File: src/rtl/resultado_lock_if.sv
// Digit/check request and door/lockout result bundle for resultado_lock.
// master drives the entered code and check; slave is the lock result stage.
interface resultado_lock_if;
  localparam int unsigned DIGIT_W = 4;
  localparam int unsigned LEN_W   = 3;
  localparam int unsigned CNT_W   = 3;

  logic [DIGIT_W-1:0] m0;
  logic [DIGIT_W-1:0] m1;
  logic [DIGIT_W-1:0] m2;
  logic [DIGIT_W-1:0] m3;
  logic [DIGIT_W-1:0] m4;
  logic [DIGIT_W-1:0] m5;
  logic [LEN_W-1:0]   d;
  logic               check;
  logic               porta;
  logic               fail;
  logic               locked;
  logic [CNT_W-1:0]   fail_cnt;

  modport master (
    output m0, m1, m2, m3, m4, m5, d, check,
    input  porta, fail, locked, fail_cnt
  );

  modport slave (
    input  m0, m1, m2, m3, m4, m5, d, check,
    output porta, fail, locked, fail_cnt
  );
endinterface

File: src/rtl/resultado_lock.sv
// Combination-lock result stage: code compare, timed door open, failure counting.
// Optional lockout after MAX_FAIL consecutive failures: define RESULTADO_LOCKOUT_EN.
module resultado_lock #(
  parameter logic [23:0] SECRET      = 24'h171717,
  parameter int unsigned OPEN_CYCLES = 16,
  parameter int unsigned MAX_FAIL    = 3,
  parameter int unsigned LOCK_CYCLES = 64
) (
  input logic             clk,
  input logic             rst,
  resultado_lock_if.slave bus
);
  localparam int unsigned DIGITS  = 6;
  localparam int unsigned DIGIT_W = 4;
  localparam int unsigned LEN_W   = 3;
  localparam int unsigned CNT_W   = 3;
  localparam int unsigned TMR_W   = 16;

  localparam logic [TMR_W-1:0] OPEN_LOAD = TMR_W'(OPEN_CYCLES);
`ifdef RESULTADO_LOCKOUT_EN
  localparam logic [TMR_W-1:0] LOCK_LOAD = TMR_W'(LOCK_CYCLES);
`endif

  // Timer is 16 bits and both periods must be non-zero.
  if (OPEN_CYCLES == 0 || OPEN_CYCLES > 65535 || MAX_FAIL == 0 ||
      LOCK_CYCLES == 0 || LOCK_CYCLES > 65535) begin : g_bad_cfg
    $error("resultado_lock: OPEN_CYCLES/LOCK_CYCLES must be 1..65535, MAX_FAIL >= 1");
  end

`ifdef RESULTADO_LOCKOUT_EN
  typedef enum logic [1:0] {IDLE, OPEN, LOCK} state_t;
`else
  typedef enum logic [0:0] {IDLE, OPEN} state_t;
`endif

  state_t             state, state_nx;
  logic [TMR_W-1:0]   timer, timer_nx;
  logic               porta_q, porta_nx;
  logic               fail_q, fail_nx;
  logic [CNT_W-1:0]   cnt_q, cnt_nx;
  logic [CNT_W-1:0]   cnt_inc;
  logic [DIGIT_W-1:0] digit [DIGITS];
  logic [LEN_W-1:0]   len_c;
  logic               match_c;

  assign digit[0] = bus.m0;
  assign digit[1] = bus.m1;
  assign digit[2] = bus.m2;
  assign digit[3] = bus.m3;
  assign digit[4] = bus.m4;
  assign digit[5] = bus.m5;

  // Compare the first len_c digits; a length of 7 only has six digits to check.
  always_comb begin
    len_c   = (bus.d == LEN_W'(7)) ? LEN_W'(6) : bus.d;
    match_c = (len_c != '0);
    for (int k = 0; k < DIGITS; k++) begin
      if (LEN_W'(k) < len_c) begin
        if (digit[k] != SECRET[DIGIT_W*k +: DIGIT_W] || digit[k] > DIGIT_W'(9)) begin
          match_c = 1'b0;
        end
      end
    end
  end

  assign cnt_inc = (cnt_q == '1) ? cnt_q : cnt_q + CNT_W'(1);

`ifdef RESULTADO_LOCKOUT_EN
  logic locked_q, locked_nx;
`endif

  // Next-state and registered-output logic.
  always_comb begin
    state_nx  = state;
    timer_nx  = timer;
    porta_nx  = porta_q;
    fail_nx   = 1'b0;
    cnt_nx    = cnt_q;
`ifdef RESULTADO_LOCKOUT_EN
    locked_nx = locked_q;
`endif
    case (state)
      IDLE: begin
        if (bus.check) begin
          if (match_c) begin
            state_nx = OPEN;
            porta_nx = 1'b1;
            cnt_nx   = '0;
            timer_nx = OPEN_LOAD;
          end else begin
            fail_nx = 1'b1;
            cnt_nx  = cnt_inc;
`ifdef RESULTADO_LOCKOUT_EN
            if (32'(cnt_inc) >= MAX_FAIL) begin
              state_nx  = LOCK;
              locked_nx = 1'b1;
              timer_nx  = LOCK_LOAD;
            end
`endif
          end
        end
      end
      OPEN: begin
        if (timer <= TMR_W'(1)) begin
          state_nx = IDLE;
          porta_nx = 1'b0;
          timer_nx = '0;
        end else begin
          timer_nx = timer - TMR_W'(1);
        end
      end
`ifdef RESULTADO_LOCKOUT_EN
      LOCK: begin
        if (timer <= TMR_W'(1)) begin
          state_nx  = IDLE;
          locked_nx = 1'b0;
          cnt_nx    = '0;
          timer_nx  = '0;
        end else begin
          timer_nx = timer - TMR_W'(1);
        end
      end
`endif
      default: begin
        state_nx = IDLE;
        porta_nx = 1'b0;
        timer_nx = '0;
      end
    endcase
  end

  always_ff @(posedge clk or posedge rst) begin
    if (rst) begin
      state    <= IDLE;
      timer    <= '0;
      porta_q  <= 1'b0;
      fail_q   <= 1'b0;
      cnt_q    <= '0;
`ifdef RESULTADO_LOCKOUT_EN
      locked_q <= 1'b0;
`endif
    end else begin
      state    <= state_nx;
      timer    <= timer_nx;
      porta_q  <= porta_nx;
      fail_q   <= fail_nx;
      cnt_q    <= cnt_nx;
`ifdef RESULTADO_LOCKOUT_EN
      locked_q <= locked_nx;
`endif
    end
  end

  assign bus.porta    = porta_q;
  assign bus.fail     = fail_q;
  assign bus.fail_cnt = cnt_q;
`ifdef RESULTADO_LOCKOUT_EN
  assign bus.locked   = locked_q;
`else
  assign bus.locked   = 1'b0;
`endif
endmodule

File: src/flat_wrapper.sv
// flat-port wrapper written by rule: the top's interface ports become plain ports
module resultado_lock_flat 
#(
  parameter logic [23:0] SECRET      = 24'h171717,
  parameter int unsigned OPEN_CYCLES = 16,
  parameter int unsigned MAX_FAIL    = 3,
  parameter int unsigned LOCK_CYCLES = 64
)
  (clk, rst, bus_m0, bus_m1, bus_m2, bus_m3, bus_m4, bus_m5, bus_d, bus_check, bus_porta, bus_fail, bus_locked, bus_fail_cnt);
  resultado_lock_if bus_i ();
  input logic clk;
  input logic rst;
  input wire logic [$bits(bus_i.m0)-1:0] bus_m0;
  input wire logic [$bits(bus_i.m1)-1:0] bus_m1;
  input wire logic [$bits(bus_i.m2)-1:0] bus_m2;
  input wire logic [$bits(bus_i.m3)-1:0] bus_m3;
  input wire logic [$bits(bus_i.m4)-1:0] bus_m4;
  input wire logic [$bits(bus_i.m5)-1:0] bus_m5;
  input wire logic [$bits(bus_i.d)-1:0] bus_d;
  input wire logic [$bits(bus_i.check)-1:0] bus_check;
  output wire logic [$bits(bus_i.porta)-1:0] bus_porta;
  output wire logic [$bits(bus_i.fail)-1:0] bus_fail;
  output wire logic [$bits(bus_i.locked)-1:0] bus_locked;
  output wire logic [$bits(bus_i.fail_cnt)-1:0] bus_fail_cnt;
  assign bus_i.m0 = bus_m0;
  assign bus_i.m1 = bus_m1;
  assign bus_i.m2 = bus_m2;
  assign bus_i.m3 = bus_m3;
  assign bus_i.m4 = bus_m4;
  assign bus_i.m5 = bus_m5;
  assign bus_i.d = bus_d;
  assign bus_i.check = bus_check;
  assign bus_porta = bus_i.porta;
  assign bus_fail = bus_i.fail;
  assign bus_locked = bus_i.locked;
  assign bus_fail_cnt = bus_i.fail_cnt;
  resultado_lock #(.SECRET(SECRET), .OPEN_CYCLES(OPEN_CYCLES), .MAX_FAIL(MAX_FAIL), .LOCK_CYCLES(LOCK_CYCLES)) u_core (.clk(clk), .rst(rst), .bus(bus_i));
endmodule
File: config.mk
export PLATFORM = sky130hd
export DESIGN_NAME = resultado_lock_flat
export DESIGN_NICKNAME = d
export VERILOG_FILES = /design/src/rtl/resultado_lock_if.sv /design/src/rtl/resultado_lock.sv /design/src/flat_wrapper.sv
export SDC_FILE = /design/constraint.sdc
export NUM_CORES = 1
export LEC_CHECK = 0
export CAP_MARGIN = 15
export CORE_MARGIN = 2
export CORE_UTILIZATION = 52
export CTS_CLUSTER_SIZE = 20
export DETAILED_ROUTE_END_ITERATION = 6
export PLACE_DENSITY = 0.8
export SLEW_MARGIN = 20
export SYNTH_ARGS = -nofsm -noshare
export SYNTH_HDL_FRONTEND = slang
export SYNTH_SLANG_ARGS = --single-unit
File: constraint.sdc
create_clock -name clk -period 3 [get_ports clk]
set_input_delay 0.45 -clock clk [delete_from_list [all_inputs] [get_ports clk]]
set_output_delay 0.45 -clock clk [all_outputs]
set_load 0.01 [all_outputs]
---- Word level (Yosys, flattened, before mapping) ----
Cells that the tools add are included.
Widths: inputs -> output; s select.
word-level totals
  input port bits ......................... 30
  memory bits (writable) .................. 0
  latch bits .............................. 0
  output and inout bits ................... 6
  memories kept ........................... 0
  memory bits (read-only) ................. 0
  word-level logic and storage cells ...... 73
  flip-flop bits (word level) ............. 22
operators by class
  equal/unequal tests ..................... 12
  add/sub/neg operators ................... 2
  shifts and indexed selects .............. 0
  muxes and demuxes ....................... 30
  multipliers ............................. 0
  div/mod/pow operators ................... 0
  reduce and logical (&&, ||, !) cells .... 10
  $lt $le $gt $ge ......................... 13
  bitwise logic cells ..................... 1
operators by type and width
  kind                   count
  $mux 16                3
  $pmux 16 s2            1
  $gt 4x4->1 const B     6
  $mux 1                 21
  $le 16x1->1 const B    1
  $sub 16x1->16 const B  1
  $ne 4x1->1 const B     3
  $ne 4x3->1 const B     3
  $mux 3                 3
  $eq 3x3->1 const B     2
  $logic_or 1x1->1       6
  $lt 1x3->1 const A     2
  $lt 2x3->1 const A     2
  $lt 3x3->1 const A     2
  $reduce_and 3->1       2
  $ne 2x1->1 const B     2
  $ne 2x2->1 const B     2
  $pmux 1 s2             2
  $add 3x1->3 const B    1
  $reduce_bool 3->1      1
  $reduce_and 2->1       1
  $not 1->1              1

---- Logic depth before layout (Yosys ltp) ----
Gate-level depths: netlist of run 1.
  depth in word-level cells ............... 18
  mapped depth ............................ 8
  mapped depth without buffers ............ 7

---- Least setup slack after synthesis of run 1 ----
OpenSTA, ideal clock, no wires.
  path kind ............................... reg2reg
  start point ............................. register u_core.timer[0]
  end point ............................... register u_core.timer[9]
  path buffers ............................ 0
  library setup time ...................... 0.123 ns
  cell stages (with the launch flop) ...... 6
  data arrival time ....................... 1.725 ns
  clock period less this slack ............ 1.848 ns
  slack ................................... 1.152 ns
  data required time ...................... 2.877 ns
  cells stage by stage .................... dfrtp_1 > or4_4 > or4_4 > o31ai_2 > a21bo_1 > o21ai_1
between the ends
  word-level cells in the longest chain between the ends .. 3
  elaborated cells on any way between the ends .. 4
  classes of those cells .................. add/sub: 1; order compare: 1; mux: 2
ends and longest elaborated chain
  item                                          RTL line                                      source
  start, declared                               resultado_lock.sv:37                          logic [TMR_W-1:0] timer, timer_nx;
  start signal, assigned                        resultado_lock.sv:144                         timer <= timer_nx;
  $sub 16x1->16 or $le 16x1->1 (tied branches)  resultado_lock.sv:109, resultado_lock.sv:104
  $mux 16 (*)                                   resultado_lock.sv:104                         if (timer <= TMR_W'(1)) begin
  $pmux 16 s2 (*)                               resultado_lock.sv:82                          case (state)
Mark *: on every way between the ends. The rest lies on a longest branch, timed or not.
A chain may end at the register's enable or synchronous reset.

---- Final worst setup path of run 1 ----
  start point ............................. register u_core.timer[10]
  end point ............................... register u_core.timer[12]
Same word-level chain as after synthesis.

==> results of run 1 <==
## cell usage after synthesis (2+ instances only)
master / instances / area share
a21oi_1: 5 / 0.018
a31oi_1: 3 / 0.013
and2_1: 2 / 0.0088
buf_2: 2 / 0.0070
buf_4: 2 / 0.011
clkbuf_1: 2 / 0.0053
dfrtp_1: 22 / 0.39
ha_1: 4 / 0.035
inv_1: 6 / 0.016
nand2_1: 8 / 0.021
nand2b_1: 14 / 0.062
nand3_1: 6 / 0.021
nand4_1: 4 / 0.018
nand4b_1: 3 / 0.019
nor2_1: 10 / 0.026
nor2b_1: 2 / 0.0088
nor3_1: 5 / 0.018
nor4_1: 2 / 0.0088
nor4b_1: 3 / 0.019
o21ai_0: 20 / 0.070
o21ai_1: 2 / 0.0070
or4_4: 2 / 0.016
## worst min path at each step
| stage | from | to | cells past startpoint |
|---|---|---|---|
| 5_1_grt | u_core.bus.porta | u_core.bus.porta | 1 |
| 3_3_place_gp | u_core.bus.porta | u_core.bus.porta | 1 |
| 2_1_floorplan | rst | u_core.bus.fail | 1 |
| 3_5_place_dp | u_core.bus.porta | u_core.bus.porta | 1 |
| 6_report | u_core.bus.porta | u_core.bus.porta | 1 |
| 4_1_cts | u_core.bus.porta | u_core.bus.porta | 1 |
## cell type report
class	count	area (sq um)	area share
clock buffer	3	22.5	0.0122
clock inverter	1	30.0	0.0163
inverter	6	22.5	0.0122
multi-input combinational	124	803	0.436
sequential	22	551	0.299
tap	30	37.5	0.0204
timing repair buffer	39	378	0.205
## report_power, final
part	leakage, nW	switching [mW]	total, mW	internal (mW)
Clock	0.0279	0.0947	0.230	0.135
Sequential	0.263	0.186	0.608	0.423
Combinational	0.426	0.216	0.464	0.248
Total	0.718	0.496	1.30	0.806
## per-stage QoR
| stage | util | hold slack (ns) |
|---|---|---|
| final | 0.731 | 0.508 |
| after global routing | 0.731 | 0.544 |
| after CTS | 0.731 | 0.509 |
| after detailed placement | 0.710 | 0.467 |
| after global placement | 0.710 | 0.462 |
| after floorplan | - | 0.439 |
## cells by family (layout without fill, tap and decap cells)
| kind of cell | Yosys count | in the layout |
|---|---|---|
| compound gates | 48 | 48 |
| buf+inv | 13 | 49 |
| simple gates | 69 | 69 |
| other cells | 1 | 1 |
| mux | 1 | 1 |
| flops | 22 | 22 |
| xor+xnor | 1 | 1 |
| fa+ha+maj | 4 | 4 |
## critical path: stages, from the launching register on
cell	delay (ns)
dfrtp_1	0.49
nor4_1	0.49
and4b_1	0.46
a21boi_2	0.24
a32oi_1	0.29
o21ai_0	0.11
## layer usage
layer	up-vias	part of all wire
met5	-	0
li1	662	-
met2	36	0.51
met1	638	0.45
met3	4	0.042
met4	0	0.0059
## flip-flops by register name, summed over array words and instances, names as in the netlist
signal / cells
u_core.bus.fail: 1
u_core.bus.porta: 1
u_core.state: 1
u_core.bus.fail_cnt: 3
u_core.timer: 16
==> results.py, run 1 <==
metrics = {
    "run_status": {
        "status": "finished clean",
    },
    "critical_path": {
        "cp_max_fo": 15,
        "r2r_end": "u_core.timer[12]",
        "required_ns": 3.20,
        "rr_worst_depth": 5,
        "cp-endpoint": "u_core.timer[12]",
        "start_kind": "flip-flop",
        "path_class": "reg -> reg",
        "critPathCaptureType": "flip-flop",
        "startpoint": "u_core.timer[10]",
        "worstPathArrival_ns": 2.39,
        "r2r_slack_ns": 0.81,
        "rr_startpoint": "u_core.timer[10]",
    },
    "grt": {
        "grt_pass1_wl_mm": 5.84,
        "overflow": 0,
        "grtUsageMet3": 0.0530,
        "antenna_found_initial": 0,
        "grt_max_degree": 25,
        "grt.total_usage": 0.226,
        "grt_pass1_vias": 1336,
        "grtUsageMet1": 0.289,
        "met2_usage": 0.397,
        "top_usage_layer": "met2",
    },
    "synthesis": {
        "synth_seq_area_share": 0.388,
        "avgSynthCellArea_sq_um": 8.93,
        "synth_top_family_by_area": "simple AND/OR/NAND/NOR gates",
        "synth.area.mux_share": 0.00705,
        "synthAdderAreaFrac": 0.0352,
        "yosys.area_share.xor_xnor": 0.00617,
        "syn_area_sq_um": 1420,
        "ys_seq_elements": 22,
        "ys_types": 52,
        "synth_nets": 193,
        "yosys.area_share.simple": 0.295,
        "synth_enable_flop_cells": 0,
        "yosysWarnings": 0,
        "async_flop_share": 1.00,
        "synth_ff_type": "dfrtp_1",
        "synth-compound-area-share": 0.219,
        "syn_inst": 159,
    },
    "min_path": {
        "min_path_type": "reg -> reg",
    },
    "drt": {
        "ant_nets": 0,
        "drt-initial-drc-count": 28,
        "wire_per_inst_um": 14.3,
        "routed_wl_mm": 3.22,
        "drc": 0,
        "vias": 1340,
        "firstDrtPassIters": 4,
        "viasPerCell": 5.96,
    },
    "clock_tree": {
        "cts_sinks": 22,
        "clk_pin_slew_ns": 0.13,
        "postCtsHoldBufs": 0,
        "htreeDepth": 1,
        "clock_latency_ns": 0.31,
        "cts_root_buffer": "clkbuf_4",
        "cts_buffers": 3,
        "postCtsSetupRepairBufs": 0,
        "cts_tree": "built",
        "ctsResizeCount": 0,
        "ctsLongestPathBuffers": 2,
    },
    "cells_and_area": {
        "final_nets": 230,
        "area_growth_pct": 29.9,
        "final_area_sq_um": 1840,
        "instances_no_fill": 225,
        "antenna-diode-count": 0,
        "filler_cell_count": 216,
        "layout_commonest_cell": "clkdlybuf4s50_1",
        "layout_common_cells": "clkdlybuf4s50_1, dfrtp_1, o21ai_0",
        "drive_gt1_frac": 0.0872,
    },
    "timing": {
        "max_freq_mhz": 456,
        "drv_slew": 0,
        "setup_viol": 0,
        "hold_viol": 0,
        "setup_ws_ns": 0.807,
        "clock_skew_ns": 0.00327,
        "setup_tns_ns": 0,
        "finalCriticalPeriod_ns": 2.19,
        "rsz0062_at_grt": "false",
        "slew-limit-headroom": 0.469,
        "finalCritPeriodShare": 0.731,
        "worstMarginPinSlew_ns": 0.795,
    },
    "floorplan": {
        "num_rows": 18,
        "fp.coreArea_sq_um": 2520,
        "die_h_um": 56.3,
        "die_width_um": 56.3,
        "ioPinCount": 36,
        "start_util": 0.563,
        "die_area_sq_um": 3170,
    },
    "placement": {
        "post_dp_cell_area_sq_um": 1790,
        "io_buffers": 34,
        "dpl.hpwl_mm": 2.46,
        "dpl.cell_count": 221,
        "place_ws_ns": 0.800,
        "routabilityCongestion": 0.799,
    },
    "run": {
        "maxCapViolations": 0,
    },
    "power": {
        "leakage_nw": 0.718,
        "power.density_nw_per_um2": 706,
        "fin_total_pwr_mw": 1.30,
        "ir_worst_vdd_mv": 0.840,
    },
}
Note: power is estimated with default switching activity, not from simulation.
==> run 2, diff against run 1 <==
--- a/config.mk
+++ b/config.mk
@@ -7,10 +7,10 @@
 export LEC_CHECK = 0
 export CAP_MARGIN = 15
 export CORE_MARGIN = 2
-export CORE_UTILIZATION = 52
+export CORE_UTILIZATION = 49
 export CTS_CLUSTER_SIZE = 20
 export DETAILED_ROUTE_END_ITERATION = 6
-export PLACE_DENSITY = 0.8
+export PLACE_DENSITY = 0.76
 export SLEW_MARGIN = 20
 export SYNTH_ARGS = -nofsm -noshare
 export SYNTH_HDL_FRONTEND = slang
==> constraint.sdc (replaced) <==
create_clock -name clk -period 2.3 [get_ports clk]
set_input_delay 0.345 -clock clk [delete_from_list [all_inputs] [get_ports clk]]
set_output_delay 0.345 -clock clk [all_outputs]
set_load 0.01 [all_outputs]
==> results.py, run 2 (same netlist as run 1, synthesis figures left out) <==
metrics = {
    "cells_and_area": {
        "final_nets": 234,
        "regMostFlops": "u_core.timer",
        "final_util": 0.669,
        "layout_common_cells": "clkdlybuf4s50_1, dfrtp_1, o21ai_0",
        "antenna-diode-count": 0,
        "drive_gt1_frac": 0.101,
        "largest_reg_flops": 16,
        "layout_commonest_cell": "clkdlybuf4s50_1",
        "area_growth_pct": 30.0,
    },
    "floorplan": {
        "die_h_um": 57.8,
        "num_rows": 19,
        "ioPinCount": 36,
        "fp.coreArea_sq_um": 2760,
        "start_util": 0.515,
        "die_area_sq_um": 3340,
        "die_width_um": 57.8,
    },
    "placement": {
        "io_buffers": 34,
        "dpl.hpwl_mm": 2.61,
        "routabilityCongestion": 0.831,
    },
    "critical_path": {
        "cpMostUsedCell": "or4_4",
        "cpPeakStageDelay_ns": 0.58,
        "r2r_slack_ns": 0.32,
        "start_kind": "flip-flop",
        "worstPathArrival_ns": 2.18,
        "startpoint": "u_core.timer[0]",
        "cp_cell_sequence": "or4_4 -> or4_4 -> o31ai_2 -> a21bo_1 -> o21ai_1",
        "cp-endpoint": "u_core.timer[9]",
        "slowest_stage": "or4_4",
        "cp_max_fo": 7,
        "path_class": "reg -> reg",
        "required_ns": 2.51,
        "critPathCaptureType": "flip-flop",
        "rr_worst_depth": 5,
        "r2r_end": "u_core.timer[9]",
        "rr_startpoint": "u_core.timer[0]",
    },
    "grt": {
        "grt_pass1_vias": 1394,
        "grt.total_usage": 0.220,
        "overflow": 0,
        "antenna_found_initial": 0,
        "grt_pass1_wl_mm": 5.82,
        "grt_max_degree": 23,
    },
    "clock_tree": {
        "postCtsHoldBufs": 0,
        "cts_tree": "built",
        "cts_buffers": 3,
        "cts_sinks": 22,
        "ctsResizeCount": 0,
        "cts_root_buffer": "clkbuf_4",
        "clk_pin_slew_ns": 0.12,
        "postCtsSetupRepairBufs": 0,
        "clock_latency_ns": 0.31,
        "htreeDepth": 1,
        "ctsLongestPathBuffers": 2,
    },
    "timing": {
        "drv_slew": 0,
        "setup_viol": 0,
        "clock_skew_ns": 0.00775,
        "finalCriticalPeriod_ns": 1.98,
        "finalCritPeriodShare": 0.859,
        "rsz0062_at_grt": "false",
        "worstMarginPinSlew_ns": 0.621,
        "max_freq_mhz": 506,
        "slew-limit-headroom": 0.583,
        "hold_viol": 0,
        "setup_tns_ns": 0,
    },
    "run_status": {
        "status": "finished clean",
    },
    "drt": {
        "drt-initial-drc-count": 26,
        "wire_per_inst_um": 14.9,
        "vias": 1391,
        "routed_wl_mm": 3.41,
        "firstDrtPassIters": 4,
        "ant_nets": 0,
        "drc": 0,
        "viasPerCell": 6.07,
    },
    "min_path": {
        "min_path_type": "in -> async",
    },
    "run": {
        "maxCapViolations": 0,
    },
    "power": {
        "leakage_nw": 0.725,
        "power.density_nw_per_um2": 868,
        "ir_worst_vdd_mv": 0.678,
    },
}
==> run 2: cell count changes in the layout (fill, tap and decap cells not counted) <==
cell,change
buf_4,+4
bufinv_16,-1
==> run 2: through the flow <==
stage | worst slack (ns) | hold slack (ns) | instance area, sq um | total power [mW] | std cells
finish | 0.323 | 0.354 | 1850 | 1.60 | 229
global placement | 0.192 | 0.465 | 1820 | 1.36 | 226
global route | 0.233 | 0.387 | 1850 | 1.72 | 229
floorplan | 0.452 | 0.334 | 1420 | 1.16 | 159
CTS | 0.327 | 0.365 | 1850 | 1.59 | 229
detailed placement | 0.153 | 0.477 | 1820 | 1.42 | 226
==> run 2: how the worst min path moves through the flow <==
stage                                start               end  slack, ns
after floorplan                        rst   u_core.bus.fail       0.33
after global placement    u_core.bus.porta  u_core.bus.porta       0.46
after detailed placement  u_core.bus.porta  u_core.bus.porta       0.48
after CTS                              rst  u_core.timer[15]       0.36
after global routing                   rst   u_core.timer[5]       0.39
final                                  rst  u_core.timer[15]       0.35
==> run 2: layout make-up <==
cell class              count  area [sq um]
well taps                  31          38.8
flip-flops and latches     22           551
repair buffers             43           408
clock buffers               3          22.5
multi-input cells         124           803
fillers                   217           912
inverters                   6          22.5
==> run 2: layer usage <==
metal | wire length [um] | part of all wire | up-vias | global-route usage
li1 | - | - | 664 | -
met1 | 1490 | 0.44 | 671 | 0.268
met2 | 1710 | 0.50 | 46 | 0.377
met3 | 156 | 0.046 | 10 | 0.0603
met4 | 52 | 0.015 | 0 | 0.0731
met5 | 0 | 0 | - | 0
==> run 2: worst max-delay path: cells and delay by family, from the launching register on <==
kind | cells | cell delay (ns)
flops | 1 | 0.48
compound gates | 3 | 0.38
simple gates | 2 | 1.03
==> run 2: report_power, final <==
group	switching, mW	internal, mW
registers	0.237	0.552
clock network	0.114	0.0612
logic	0.300	0.337
==> run 3, diff against run 2 <==
==> constraint.sdc (replaced) <==
create_clock -name clk -period 2.3 [get_ports clk]
set_input_delay 0.23 -clock clk [delete_from_list [all_inputs] [get_ports clk]]
set_output_delay 0.23 -clock clk [all_outputs]
set_load 0.01 [all_outputs]
==> results.py, run 3 (same netlist as run 1, synthesis figures left out) <==
metrics = {
    "cells_and_area": {
        "ff_latch_area_sq_um": 551,
        "layout_commonest_cell": "clkdlybuf4s50_1",
        "largest_reg_flops": 16,
        "filler_cell_count": 231,
        "final_area_sq_um": 1850,
        "drive_gt1_frac": 0.101,
        "area_growth_pct": 30.4,
        "layout_common_cells": "clkdlybuf4s50_1, dfrtp_1, o21ai_0",
        "antenna-diode-count": 0,
        "regMostFlops": "u_core.timer",
        "final_nets": 233,
        "multi_input_area_sq_um": 803,
    },
    "placement": {
        "io_buffers": 34,
        "routabilityCongestion": 0.847,
        "post_dp_cell_area_sq_um": 1820,
        "dpl.hpwl_mm": 2.65,
    },
    "timing": {
        "slew-limit-headroom": 0.439,
        "setup_viol": 0,
        "finalCritPeriodShare": 0.854,
        "drv_slew": 0,
        "max_freq_mhz": 509,
        "finalCriticalPeriod_ns": 1.96,
        "clock_skew_ns": 0.00730,
        "setup_tns_ns": 0,
        "hold_viol": 0,
        "rsz0062_at_grt": "false",
        "worstMarginPinSlew_ns": 0.840,
    },
    "clock_tree": {
        "htreeDepth": 1,
        "ctsResizeCount": 0,
        "ctsLongestPathBuffers": 2,
        "postCtsHoldBufs": 0,
        "cts_buffers": 3,
        "postCtsSetupRepairBufs": 0,
        "cts_sinks": 22,
        "cts_tree": "built",
        "cts_root_buffer": "clkbuf_4",
        "clock_latency_ns": 0.31,
        "clk_pin_slew_ns": 0.12,
    },
    "grt": {
        "antenna_found_initial": 0,
        "grt.total_usage": 0.233,
        "grt_pass1_vias": 1412,
        "overflow": 0,
        "grt_max_degree": 23,
        "grt_pass1_wl_mm": 6.18,
    },
    "min_path": {
        "min_path_type": "in -> async",
    },
    "drt": {
        "drt-initial-drc-count": 76,
        "routed_wl_mm": 3.45,
        "firstDrtPassIters": 4,
        "ant_nets": 0,
        "wire_per_inst_um": 15.1,
        "viasPerCell": 5.97,
        "drc": 0,
        "vias": 1366,
    },
    "power": {
        "power.density_nw_per_um2": 878,
        "ir_worst_vdd_mv": 0.769,
        "leakage_nw": 0.727,
        "fin_total_pwr_mw": 1.63,
    },
    "run_status": {
        "status": "finished clean",
    },
    "critical_path": {
        "critPathCaptureType": "flip-flop",
        "required_ns": 2.50,
        "start_kind": "flip-flop",
        "path_class": "reg -> reg",
        "cp_max_fo": 7,
        "worstPathArrival_ns": 2.16,
    },
    "floorplan": {
        "die_width_um": 57.8,
        "fp.coreArea_sq_um": 2760,
        "num_rows": 19,
        "die_area_sq_um": 3340,
        "ioPinCount": 36,
        "start_util": 0.515,
        "die_h_um": 57.8,
    },
    "run": {
        "maxCapViolations": 0,
    },
}
## run 3: cell count changes in the layout (fill, tap and decap cells not counted)
cell | before | now
buf_4 | 9 | 8
clkbuf_8 | 0 | 1
## run 3: power by group
group / switching [mW] / internal [mW]
sequential: 0.239 / 0.551
clock: 0.116 / 0.0966
combinational: 0.291 / 0.333
## run 3: critical path: stages (launching register included)
cell and delay (ns):
dfrtp_1 0.47, or4_4 0.57, or4_4 0.45, and2_0 0.17
o21ai_1 0.10, o21ai_0 0.09
## run 3: final timing paths
path / startpoint / endpoint / slack, ns / depth (start not counted)
setup reg to reg: u_core.timer[0] / u_core.timer[7] / 0.34 / 5
hold reg to reg: u_core.bus.porta / u_core.bus.porta / 0.49 / 1
max in group asynchronous: rst / u_core.bus.fail / 1.39 / 2
hold / removal: rst / u_core.timer[14] / 0.39 / 2
setup / recovery: u_core.timer[0] / u_core.timer[7] / 0.34 / 5
min in group clk: u_core.bus.porta / u_core.bus.porta / 0.49 / 1
## run 3: final cells by class
class                      count  area share
multi-input combinational    124       0.434
timing repair buffer          42       0.216
sequential                    22       0.297
tap                           31      0.0209
clock buffer                   4      0.0196
inverter                       6      0.0122
## run 3: metrics by stage
stage	utilization	instances	hold slack, ns	worst slack, ns
2_1_floorplan	-	159	0.219	0.452
3_3_place_gp	0.658	225	0.465	0.310
3_5_place_dp	0.658	225	0.469	0.235
4_1_cts	0.672	229	0.417	0.318
5_1_grt	0.672	229	0.476	0.124
6_report	0.672	229	0.389	0.336
## run 3: metal layers
layer	GRT usage	wire length, um	up-vias
met5	0	0	-
met4	0.0432	12	0
met3	0.0469	122	2
met2	0.419	1830	25
met1	0.292	1490	675
li1	-	-	664
